<file path="src/rtl/riscv_pkg.sv">
// Shared RV32I constants for the fetch/decode slice.
// Provides datapath width, the canonical bubble instruction (addi x0,x0,0),
// register-field positions inside an instruction word and the default reset PC.
package riscv_pkg;

  localparam int unsigned XLEN       = 32;
  localparam int unsigned ILEN       = 32;
  localparam int unsigned REG_ADDR_W = 5;
  localparam int unsigned RS1_LSB    = 15;
  localparam int unsigned RS2_LSB    = 20;

  // addi x0, x0, 0 : rs1 = rs2 = x0, so a bubble never matches a real rd
  localparam logic [ILEN-1:0] NOP_INSTR = 32'h0000_0013;

  localparam logic [XLEN-1:0] DEFAULT_RESET_PC = 32'h0000_0000;

  // Byte increment between sequential instructions
  localparam int unsigned INSTR_BYTES = 4;

endpackage

</file>
<file path="src/rtl/fetch_decode_stage_pc_register.sv">
// Program-counter flop for the fetch stage.
// Ports:
//   clk  - clock, rising edge
//   rst  - synchronous reset, active-low; loads RESET_PC
//   en   - load enable; q holds when low
//   d    - next PC
//   q    - current PC (PC_F)
module pc_register #(
  parameter int unsigned     XLEN     = 32,
  parameter logic [XLEN-1:0] RESET_PC = '0
) (
  input  logic            clk,
  input  logic            rst,
  input  logic            en,
  input  logic [XLEN-1:0] d,
  output logic [XLEN-1:0] q
);

  // PC state with synchronous reset and load enable
  always_ff @(posedge clk) begin
    if (!rst) begin
      q <= RESET_PC;
    end else if (en) begin
      q <= d;
    end
  end

endmodule

</file>
<file path="src/rtl/fetch_decode_stage.sv">
// IF stage plus IF/ID pipeline register for the 5-stage RV32I pipeline.
// Holds PC_F, drives the instruction-memory address, and registers the fetched
// instruction into the decode stage under hazard-unit stall/flush control.
// Ports:
//   clk, rst                  - clock (rising edge), synchronous active-low reset
//   Stall_F / Stall_D         - hold PC_F / hold the IF/ID register
//   Flush_D                   - replace IF/ID contents with a bubble
//   PCSrc_E, PCTarget_E       - branch/jump redirect from execute
//   imem_addr, imem_rdata     - async instruction ROM interface (imem_addr = PC_F)
//   Instr_D, PC_D, PCPlus4_D, Valid_D - decode-stage registers
//   Rs1_D, Rs2_D              - source register fields of Instr_D, to hazard unit
//   stall_cycles, flush_cycles - saturating perf counters
// Configuration macro: FETCH_PERF_EN adds the CNT_W parameter, the two counter
// ports and their logic; without it they are absent.
module fetch_decode_stage #(
  parameter int unsigned     XLEN     = riscv_pkg::XLEN,
  parameter logic [XLEN-1:0] RESET_PC = riscv_pkg::DEFAULT_RESET_PC
`ifdef FETCH_PERF_EN
  ,
  parameter int unsigned     CNT_W    = 32
`endif
) (
  input  logic             clk,
  input  logic             rst,
  input  logic             Stall_F,
  input  logic             Stall_D,
  input  logic             Flush_D,
  input  logic             PCSrc_E,
  input  logic [XLEN-1:0]  PCTarget_E,
  output logic [XLEN-1:0]  imem_addr,
  input  logic [31:0]      imem_rdata,
  output logic [31:0]      Instr_D,
  output logic [XLEN-1:0]  PC_D,
  output logic [XLEN-1:0]  PCPlus4_D,
  output logic             Valid_D,
  output logic [4:0]       Rs1_D,
  output logic [4:0]       Rs2_D
`ifdef FETCH_PERF_EN
  ,
  output logic [CNT_W-1:0] stall_cycles,
  output logic [CNT_W-1:0] flush_cycles
`endif
);

  import riscv_pkg::*;

  logic [XLEN-1:0] pc_f;
  logic [XLEN-1:0] pc_plus4_f;
  logic [XLEN-1:0] pc_next;
  logic            pc_en;

  // Sequential PC wraps naturally at XLEN bits
  assign pc_plus4_f = pc_f + XLEN'(INSTR_BYTES);

  // A redirect must land even during a load-use stall, otherwise the
  // wrong-path fetch would be held instead of discarded
  assign pc_next = PCSrc_E ? PCTarget_E : pc_plus4_f;
  assign pc_en   = PCSrc_E | ~Stall_F;

  pc_register #(
    .XLEN     (XLEN),
    .RESET_PC (RESET_PC)
  ) u_pc_register (
    .clk (clk),
    .rst (rst),
    .en  (pc_en),
    .d   (pc_next),
    .q   (pc_f)
  );

  assign imem_addr = pc_f;

  // IF/ID register: flush beats stall so a squashed slot never survives
  always_ff @(posedge clk) begin
    if (!rst || Flush_D) begin
      Instr_D   <= NOP_INSTR;
      PC_D      <= '0;
      PCPlus4_D <= '0;
      Valid_D   <= 1'b0;
    end else if (!Stall_D) begin
      Instr_D   <= imem_rdata;
      PC_D      <= pc_f;
      PCPlus4_D <= pc_plus4_f;
      Valid_D   <= 1'b1;
    end
  end

  // Source fields for the hazard unit, decoded straight off the register
  assign Rs1_D = Instr_D[RS1_LSB +: REG_ADDR_W];
  assign Rs2_D = Instr_D[RS2_LSB +: REG_ADDR_W];

`ifdef FETCH_PERF_EN
  // Saturating stall/flush event counters
  always_ff @(posedge clk) begin
    if (!rst) begin
      stall_cycles <= '0;
      flush_cycles <= '0;
    end else begin
      if (Stall_F && (stall_cycles != '1)) begin
        stall_cycles <= stall_cycles + CNT_W'(1);
      end
      if (Flush_D && (flush_cycles != '1)) begin
        flush_cycles <= flush_cycles + CNT_W'(1);
      end
    end
  end
`endif

endmodule
</file>
<file path="config.mk">
export PLATFORM = sky130hd
export DESIGN_NAME = fetch_decode_stage
export DESIGN_NICKNAME = d
export VERILOG_FILES = /design/src/rtl/riscv_pkg.sv /design/src/rtl/fetch_decode_stage_pc_register.sv /design/src/rtl/fetch_decode_stage.sv
export SDC_FILE = /design/constraint.sdc
export NUM_CORES = 1
export LEC_CHECK = 0
export CORE_MARGIN = 10
export CORE_UTILIZATION = 44
export CTS_CLUSTER_SIZE = 40
export DETAILED_ROUTE_END_ITERATION = 10
export MAX_ROUTING_LAYER = met4
export PLACE_DENSITY = 0.8
export SLEW_MARGIN = 15
export SYNTH_ARGS = -nofsm -noshare
export SYNTH_HDL_FRONTEND = slang
export SYNTH_SLANG_ARGS = --single-unit
</file>
<file path="constraint.sdc">
create_clock -name clk -period 2.1 [get_ports clk]
set_input_delay 0.21 -clock clk [delete_from_list [all_inputs] [get_ports clk]]
set_output_delay 0.21 -clock clk [all_outputs]
set_load 0.005 [all_outputs]
</file>
## Word level (Yosys, flattened, before mapping)

Cells that the tools add are included.

| operators by class | value |
|---|---|
| add/subtract/negate cells | 1 |
| muxes and demuxes | 1 |
| bitwise logic cells | 2 |
| reduce and logical (&&, ||, !) cells | 2 |

Operators with widths:

| kind | number |
|---|---|
| $add A32 B3 Y32 const B | 1 |
| $mux W32 | 1 |
| $logic_not A1 Y1 | 1 |
| $logic_or A1 B1 Y1 | 1 |
| $not A1 Y1 | 1 |
| $or A1 B1 Y1 | 1 |

| word-level totals | value |
|---|---|
| register bits after elaboration | 129 |
| input port bits | 70 |
| output and inout port bits | 139 |

## Logic depth before layout (Yosys ltp)

Gate-level depths: netlist (run 1).

| depth | value |
|---|---|
| depth in word-level cells | 2 |
| depth in mapped cells | 7 |
| mapped depth without buffers | 6 |

## Hierarchy

From an unflattened synthesis (run 1), not the netlist that was laid out.

| unflattened totals | value |
|---|---|
| cell total of the unflattened synthesis | 609 |
| area total of the unflattened synthesis | 5784.3 um2 |

By module, submodules not included:

| module | instances | cells each | area an instance (um2) | seq. area each (um2) |
|---|---|---|---|---|
| fetch_decode_stage | 1 | 506 | 4540.6 | 1901.8 |
| pc_register | 1 | 103 | 1243.7 | 640.6 |

## Worst setup path after synthesis (run 1)

No wires, ideal clock.

| timing path | value |
|---|---|
| kind | register to register |
| from | reg u_pc_register.q[2] |
| to | reg u_pc_register.q[18] |
| library setup time | 0.116 ns |
| arrival | 1.751 ns |
| data required time | 1.984 ns |
| path slack | 0.232 ns |
| stages on the path, launching flop included | 8 |
| period minus slack after synthesis | 1.868 ns |
| path through | dfxtp_1 ha_1 nand3_1 buf_2 nor3_4 nand2_1 xnor2_1 o211a_1 |

| between the ends | value |
|---|---|
| cells in the longest elaborated chain, start to end | 2 |

Ends and longest elaborated chain:

| item | line | RTL |
|---|---|---|
| start: declaration | fetch_decode_stage_pc_register.sv:16 | `output logic [XLEN-1:0] q` |
| start signal: assignment | fetch_decode_stage_pc_register.sv:22 | `q <= RESET_PC;` |
| start signal: assignment | fetch_decode_stage_pc_register.sv:24 | `q <= d;` |
| $add A32 B3 Y32 | fetch_decode_stage.sv:53 | `assign pc_plus4_f = pc_f + XLEN'(INSTR_BYTES);` |
| $mux W32 | fetch_decode_stage.sv:57 | `assign pc_next = PCSrc_E ? PCTarget_E : pc_plus4_f;` |

No other way between the ends.
A chain may end at the register's enable or synchronous reset.

## Worst setup path after layout (run 1)

| timing path | value |
|---|---|
| from | reg u_pc_register.q[9] |
| to | reg u_pc_register.q[25] |

Same word-level chain as after synthesis.

==> reports/metrics.cfg, run 1 <==
[worst_hold_path]
holdPathEnd=Instr_D[1]$_SDFFE_PP1N_
whs_path_depth=3
hold_path.startpoint=imem_rdata[1]
hp-class=primary input to register

[layout]
diodes=0
nNetsFinal=879
layout-drive-gt1-share_pct=9.87
mostFrequentLayoutCells=clkdlybuf4s50_1 (207), dfxtp_1 (127), nor2_1 (88), mux2i_1 (73), o21ai_0 (52)
final_area_sq_um=8400
num-fill-cells=1046
synthToLayoutAreaGrowth_pct=51.1
seq_area_sq_um=2540
multiInputGateArea_sq_um=2690
layout_commonest_cell=clkdlybuf4s50_1

[routing]
drc_errors=0
first_pass_iters=5
vias=5028
drt_iter0_drc=312
drt_wl_total_mm=18.1
routedWlPerCell_um=18.3
ant_nets=0
vias_per_cell=5.06

[sta]
period_minus_slack_ns=1.97
worst_pin_slew_ns=0.748
hold_violations=0
fin_setup_tns_ns=0
drv_slew=0
skew_ns=0.00743
slew_headroom_pct=50.1
rsz0062_at_grt=no
min_period_over_period_pct=93.8
fin_ws_ns=0.131
finalSetupViolCount=0
max_freq_ghz=0.508

[yosys]
synth_cells=612
netlist_area_sq_um=5560
ys_ff_latch=127
synthArstFlopShare_pct=0
syn_avg_cell_area_sq_um=9.09
yosys_warnings=0
synth_edf_count=0
synth_fp_nets=683
synth.yosys.seq_area_share_pct=45.7
synth_ff_type=dfxtp_1
synth_cell_types=34

[clock_network]
clk_pin_slew_ns=0.06
clkSinkCount=127
htree_levels=4
cts.path.max_buffers=2
clk-insertion-delay-late_ns=0.42
cts_setup_buffers=0
cts_tree=built
cts_buffers=17
cts-root-buf=clkbuf_16

[grt]
grt_pass1_wl_mm=28.7
grt_antenna_before_repair=0
gr-usage-all-layers_pct=20.9
grt_start_max_net_pins=75
gr-total-overflow=0
grt_pass1_vias=5158

[power]
p_leak_nw=3.29
power_mw=6.22
power_density_nw_per_um2=740
peakVddDrop_uv=423

[setup_path]
crit_buf_inv=0
critPathSlowestCell=nor4_4
reg2reg_depth=5
worstPathArrival_ns=2.32
r2r_start=u_pc_register.q[9]$_SDFFE_PN0N_
cp_slowest_stage_delay_ns=0.59
r2r_slack_ns=0.13
r2r-end=u_pc_register.q[25]$_SDFFE_PN0N_
worstSetupEndpointType=register
crit_type=register to register
cp.required_ns=2.45
cp_cell_sequence=nand4_4, nor4_4, nand4_2, or3_1, a31oi_1
crit_family=simple AND/OR/NAND/NOR gates
start_kind=register
crit_fanout=7

[floorplan]
fp.dieW_um=132
coreArea_sq_um=12500
num_io_pins=209
placementRows=41
dieArea_sq_um=17500
die_h_um=132
start_util_pct=44.4

[placement]
portBuffers=208
routabilityCongestion=0.897
dp_slack_ns=0.0939
placed_area_sq_um=7830
dp_hpwl_mm=13.5

[run]
maxCapViolCount=0

[run_status]
status=complete, no violations

-- worst min-delay path, cell delays in order --
cell and delay [ns]:
clkdlybuf4s50_1 0.46, mux2i_1 0.06, nand2_1 0.06
-- layer usage --
| metal | track usage [%] | wire length [um] | vias to the layer above |
|---|---|---|---|
| met5 | - | 0 | - |
| met4 | 7.70 | 337 | 0 |
| met3 | 5.90 | 1130 | 29 |
| met2 | 33.8 | 8800 | 202 |
| met1 | 24.2 | 7860 | 2349 |
| li1 | - | - | 2448 |
-- cells by family after synthesis --
logic type / Yosys count / share of synthesized area (%)
AOI/OAI and AO/OA: 101 / 9.20
xor gates and xnor gates: 55 / 8.66
adders and majority gates: 1 / 0.225
buffers and inverters: 71 / 6.19
DFF: 127 / 45.7
muxes: 73 / 13.1
and+or+nand+nor: 184 / 16.9
-- sequential cells by signal, indices dropped and copies added (netlist names) --
register / flops
u_pc_register.q: 32
Instr_D: 32
Valid_D: 1
PCPlus4_D: 30
PC_D: 32
-- metrics by stage --
step / std cells / hold WS [ns] / utilization (%)
2_1_floorplan: 612 / 0.335 / -
3_3_place_gp: 961 / 0.432 / 62.5
3_5_place_dp: 961 / 0.439 / 62.5
4_1_cts: 993 / 0.385 / 67.1
5_1_grt: 993 / 0.406 / 67.1
6_report: 993 / 0.394 / 67.1
-- where the power goes --
part | total (mW) | internal (mW) | switching (mW)
sequential | 2.60 | 2.51 | 0.0885
clock | 2.81 | 1.75 | 1.07
combinational | 0.809 | 0.463 | 0.346
-- synthesized netlist by cell type (3+ instances only) --
cell type | instances | area [sq um]
xnor2_1 | 19 | 166
clkbuf_1 | 33 | 124
a21oi_1 | 47 | 235
buf_4 | 15 | 113
nand4_1 | 14 | 87.6
nand2_1 | 29 | 109
nand3_1 | 13 | 65.1
dfxtp_1 | 127 | 2540
clkbuf_2 | 5 | 25.0
mux2i_1 | 73 | 731
nor2b_1 | 5 | 31.3
nor4_4 | 3 | 63.8
and3_1 | 3 | 18.8
o21ai_0 | 52 | 260
nor3_1 | 8 | 40.0
nor2_1 | 88 | 330
buf_2 | 12 | 60.1
xor2_1 | 36 | 315
nand2b_1 | 3 | 18.8
and2_1 | 6 | 37.5
-- worst max-delay path by stage --
stage                                          start                                to  slack, ns  depth (start not counted)
global route         u_pc_register.q[3]$_SDFFE_PN0N_        PCPlus4_D[30]$_SDFFE_PP0N_      0.003                          6
detailed placement   u_pc_register.q[3]$_SDFFE_PN0N_        PCPlus4_D[30]$_SDFFE_PP0N_       0.09                          6
floorplan            u_pc_register.q[2]$_SDFFE_PN0N_  u_pc_register.q[18]$_SDFFE_PN0N_       0.23                          7
finish               u_pc_register.q[9]$_SDFFE_PN0N_  u_pc_register.q[25]$_SDFFE_PN0N_       0.13                          5
CTS                  u_pc_register.q[3]$_SDFFE_PN0N_        PCPlus4_D[30]$_SDFFE_PP0N_       0.09                          6
global placement    u_pc_register.q[18]$_SDFFE_PN0N_        PCPlus4_D[31]$_SDFFE_PP0N_       0.16                          5
-- repair_timing --
action,CTS,global route
gates resized for setup,0,1
endpoints found under the setup margin,0,6
hold buffers,0,0
-- final cells by class --
cell class                 instances  share of cell area [%]
sequential                       127                    30.3
inverter                           4                   0.179
timing repair buffer             244                    28.3
multi-input combinational        414                    31.9
tap                              172                    2.56
clock buffer                      23                    5.81
clock inverter                     9                   0.997
No activity file was read; power rests on OpenSTA's default activity.
==> inputs of run 2 (changes only) <==
--- a/config.mk
+++ b/config.mk
@@ -9,7 +9,6 @@
 export CORE_UTILIZATION = 44
 export CTS_CLUSTER_SIZE = 40
 export DETAILED_ROUTE_END_ITERATION = 10
-export MAX_ROUTING_LAYER = met4
 export PLACE_DENSITY = 0.8
 export SLEW_MARGIN = 15
 export SYNTH_ARGS = -nofsm -noshare
==> run 2 against run 1 <==
Net effect:
- count of clock-buffer cells in the layout unchanged
- via count shrank 0.12%
- sequential cell count unchanged
- critical endpoint unchanged
==> reports/metrics.cfg, run 2 (synthesis results as in run 1) <==
[clock_network]
htree_levels=4  ; unchanged
clkSinkCount=127  ; unchanged
cts-root-buf=clkbuf_16  ; unchanged
cts.path.max_buffers=2  ; unchanged
clk-insertion-delay-late_ns=0.42  ; about the same
cts_buffers=17  ; unchanged
clk_pin_slew_ns=0.06  ; about the same
ctsHoldBuffers=0  ; unchanged
cts_tree=built  ; unchanged

[routing]
routedWlPerCell_um=18.2  ; was 18.3 um
drc_errors=0  ; unchanged
first_pass_iters=5  ; unchanged
drt_wl_total_mm=18.1  ; about the same
highest_layer=met4  ; unchanged
met1_length_mm=7.65  ; was 7.86 mm
ant_nets=0  ; unchanged
route.met2.wl_mm=8.74  ; was 8.80 mm
drt_iter0_drc=309  ; was 312
wl_met3_mm=1.34  ; was 1.13 mm
vias_per_cell=5.06  ; about the same
vias=5022  ; was 5,028

[setup_path]
start_kind=register  ; unchanged
worstSetupEndpointType=register  ; unchanged
r2r-end=u_pc_register.q[25]$_SDFFE_PN0N_  ; unchanged
cp.required_ns=2.45  ; about the same
reg2reg_depth=5  ; unchanged
r2r_slack_ns=0.14  ; was 0.13 ns
crit_type=register to register  ; unchanged
cp_slowest_stage_delay_ns=0.59  ; about the same
r2r_start=u_pc_register.q[9]$_SDFFE_PN0N_  ; unchanged
cp_cell_sequence=nand4_4, nor4_4, nand4_2, or3_1, a31oi_1  ; unchanged
critPathSlowestCell=nor4_4  ; unchanged
crit_buf_inv=0  ; unchanged
worstPathArrival_ns=2.31  ; was 2.32 ns
crit_family=simple AND/OR/NAND/NOR gates  ; unchanged
crit_fanout=7  ; unchanged

[sta]
fin_setup_tns_ns=0  ; unchanged
rsz0062_at_grt=no  ; unchanged
min_period_over_period_pct=93.6  ; was 93.8%
skew_ns=0.00890  ; was 0.00743 ns
drv_slew=0  ; unchanged
hold_violations=0  ; unchanged
worst_pin_slew_ns=0.744  ; was 0.748 ns
max_freq_ghz=0.509  ; was 0.508 GHz
slew_headroom_pct=50.3  ; was 50.1%
finalSetupViolCount=0  ; unchanged
period_minus_slack_ns=1.96  ; was 1.97 ns
finalHoldWorstSlack_ns=0.396  ; was 0.394 ns

[layout]
layout-drive-gt1-share_pct=9.87  ; unchanged
mostFrequentLayoutCells=clkdlybuf4s50_1 (207), dfxtp_1 (127), nor2_1 (88), mux2i_1 (73), o21ai_0 (52)  ; unchanged
num-fill-cells=1046  ; unchanged
final_area_sq_um=8400  ; unchanged
multiInputGateArea_sq_um=2690  ; unchanged
diodes=0  ; unchanged
largestRegisters=Instr_D (32), PC_D (32), u_pc_register.q (32)  ; unchanged
instances_no_fill=993  ; unchanged
layout_commonest_cell=clkdlybuf4s50_1  ; unchanged
seq_area_sq_um=2540  ; unchanged
synthToLayoutAreaGrowth_pct=51.1  ; unchanged
nNetsFinal=879  ; unchanged

[power]
peakVddDrop_uv=424  ; was 423 uV
comb_power_share_pct=13.0  ; about the same
power_density_nw_per_um2=739  ; was 740 nW/um^2
p_switching_mw=1.50  ; about the same
p_int_mw=4.72  ; about the same
p_seq_share_pct=41.8  ; was 41.7%
power_frac_clock_pct=45.2  ; was 45.3%
p_leak_nw=3.29  ; unchanged
swShare_pct=24.1  ; was 24.2%

[floorplan]
placementRows=41  ; unchanged
num_io_pins=209  ; unchanged
coreArea_sq_um=12500  ; unchanged
dieArea_sq_um=17500  ; unchanged
start_util_pct=44.4  ; unchanged
die_h_um=132  ; unchanged
fp.dieW_um=132  ; unchanged

[grt]
grt_antenna_before_repair=0  ; unchanged
gr-usage-all-layers_pct=20.3  ; was 20.9%
grt_start_max_net_pins=75  ; unchanged
grt_pass1_wl_mm=28.8  ; was 28.7 mm
grt_pass1_vias=5154  ; was 5,158
gr-total-overflow=0  ; unchanged

[run_status]
status=complete, no violations  ; unchanged

[worst_hold_path]
holdPathEnd=Instr_D[1]$_SDFFE_PP1N_  ; unchanged
hp-class=primary input to register  ; unchanged
whs_path_depth=3  ; unchanged
hold_path.startpoint=imem_rdata[1]  ; unchanged

[placement]
portBuffers=208  ; unchanged
placed_area_sq_um=7830  ; unchanged
dp_hpwl_mm=13.5  ; unchanged
place_inst=961  ; unchanged
routabilityCongestion=0.883  ; was 0.897

[run]
maxCapViolCount=0  ; unchanged

[run 2: cell counts in the layout (fill, tap and decap cells not counted)]
Identical to the previous run, type by type.
[run 2: tightest hold or removal path, stage by stage]
cell             delay, ns
clkdlybuf4s50_1       0.46
mux2i_1               0.06
nand2_1               0.06
[run 2: cell type report]
| class | instances | area share (%) |
|---|---|---|
| multi-input cells | 414 | 31.9 |
| clock buffers | 23 | 5.81 |
| inverters | 4 | 0.179 |
| repair buffers | 244 | 28.3 |
| well taps | 172 | 2.56 |
| clock inverters | 9 | 0.997 |
| flip-flops and latches | 127 | 30.3 |
[run 2: through the flow]
stage / power [mW] / worst slack [ns] / util, %
2_1_floorplan: 2.98 / 0.232 / -
3_3_place_gp: 3.43 / 0.159 / 62.5
3_5_place_dp: 3.46 / 0.0939 / 62.5
4_1_cts: 6.26 / 0.0886 / 67.1
5_1_grt: 6.44 / 0.00265 / 67.1
6_report: 6.21 / 0.135 / 67.1
[run 2: power groups by stage]
stage / clock, mW / combinational [mW] / sequential [mW]
6_report: 2.81 / 0.809 / 2.60
4_1_cts: 2.84 / 0.817 / 2.60
3_5_place_dp: 0 / 0.811 / 2.65
5_1_grt: 2.95 / 0.875 / 2.61
3_3_place_gp: 0 / 0.796 / 2.64
2_1_floorplan: 0 / 0.353 / 2.63
[run 2: how the worst max path moves through the flow]
stage / startpoint / to / slack [ns] / cells past startpoint
final: u_pc_register.q[9]$_SDFFE_PN0N_ / u_pc_register.q[25]$_SDFFE_PN0N_ / 0.14 / 5
after global placement: u_pc_register.q[18]$_SDFFE_PN0N_ / PCPlus4_D[31]$_SDFFE_PP0N_ / 0.16 / 5
after CTS: u_pc_register.q[3]$_SDFFE_PN0N_ / PCPlus4_D[30]$_SDFFE_PP0N_ / 0.09 / 6
after detailed placement: u_pc_register.q[3]$_SDFFE_PN0N_ / PCPlus4_D[30]$_SDFFE_PP0N_ / 0.09 / 6
after floorplan: u_pc_register.q[2]$_SDFFE_PN0N_ / u_pc_register.q[18]$_SDFFE_PN0N_ / 0.23 / 7
after global routing: u_pc_register.q[3]$_SDFFE_PN0N_ / PCPlus4_D[30]$_SDFFE_PP0N_ / 0.003 / 6
[run 2: what timing repair did]
action	CTS	global route
setup buffers	0	0
gates resized for setup	0	1
endpoints found under the setup margin	0	6
[run 2: routing by layer]
layer / up-vias / global-route usage (%)
li1: 2454 / -
met1: 2325 / 23.5
met2: 208 / 33.9
met3: 35 / 7.08
met4: 0 / 7.70
met5: - / 0
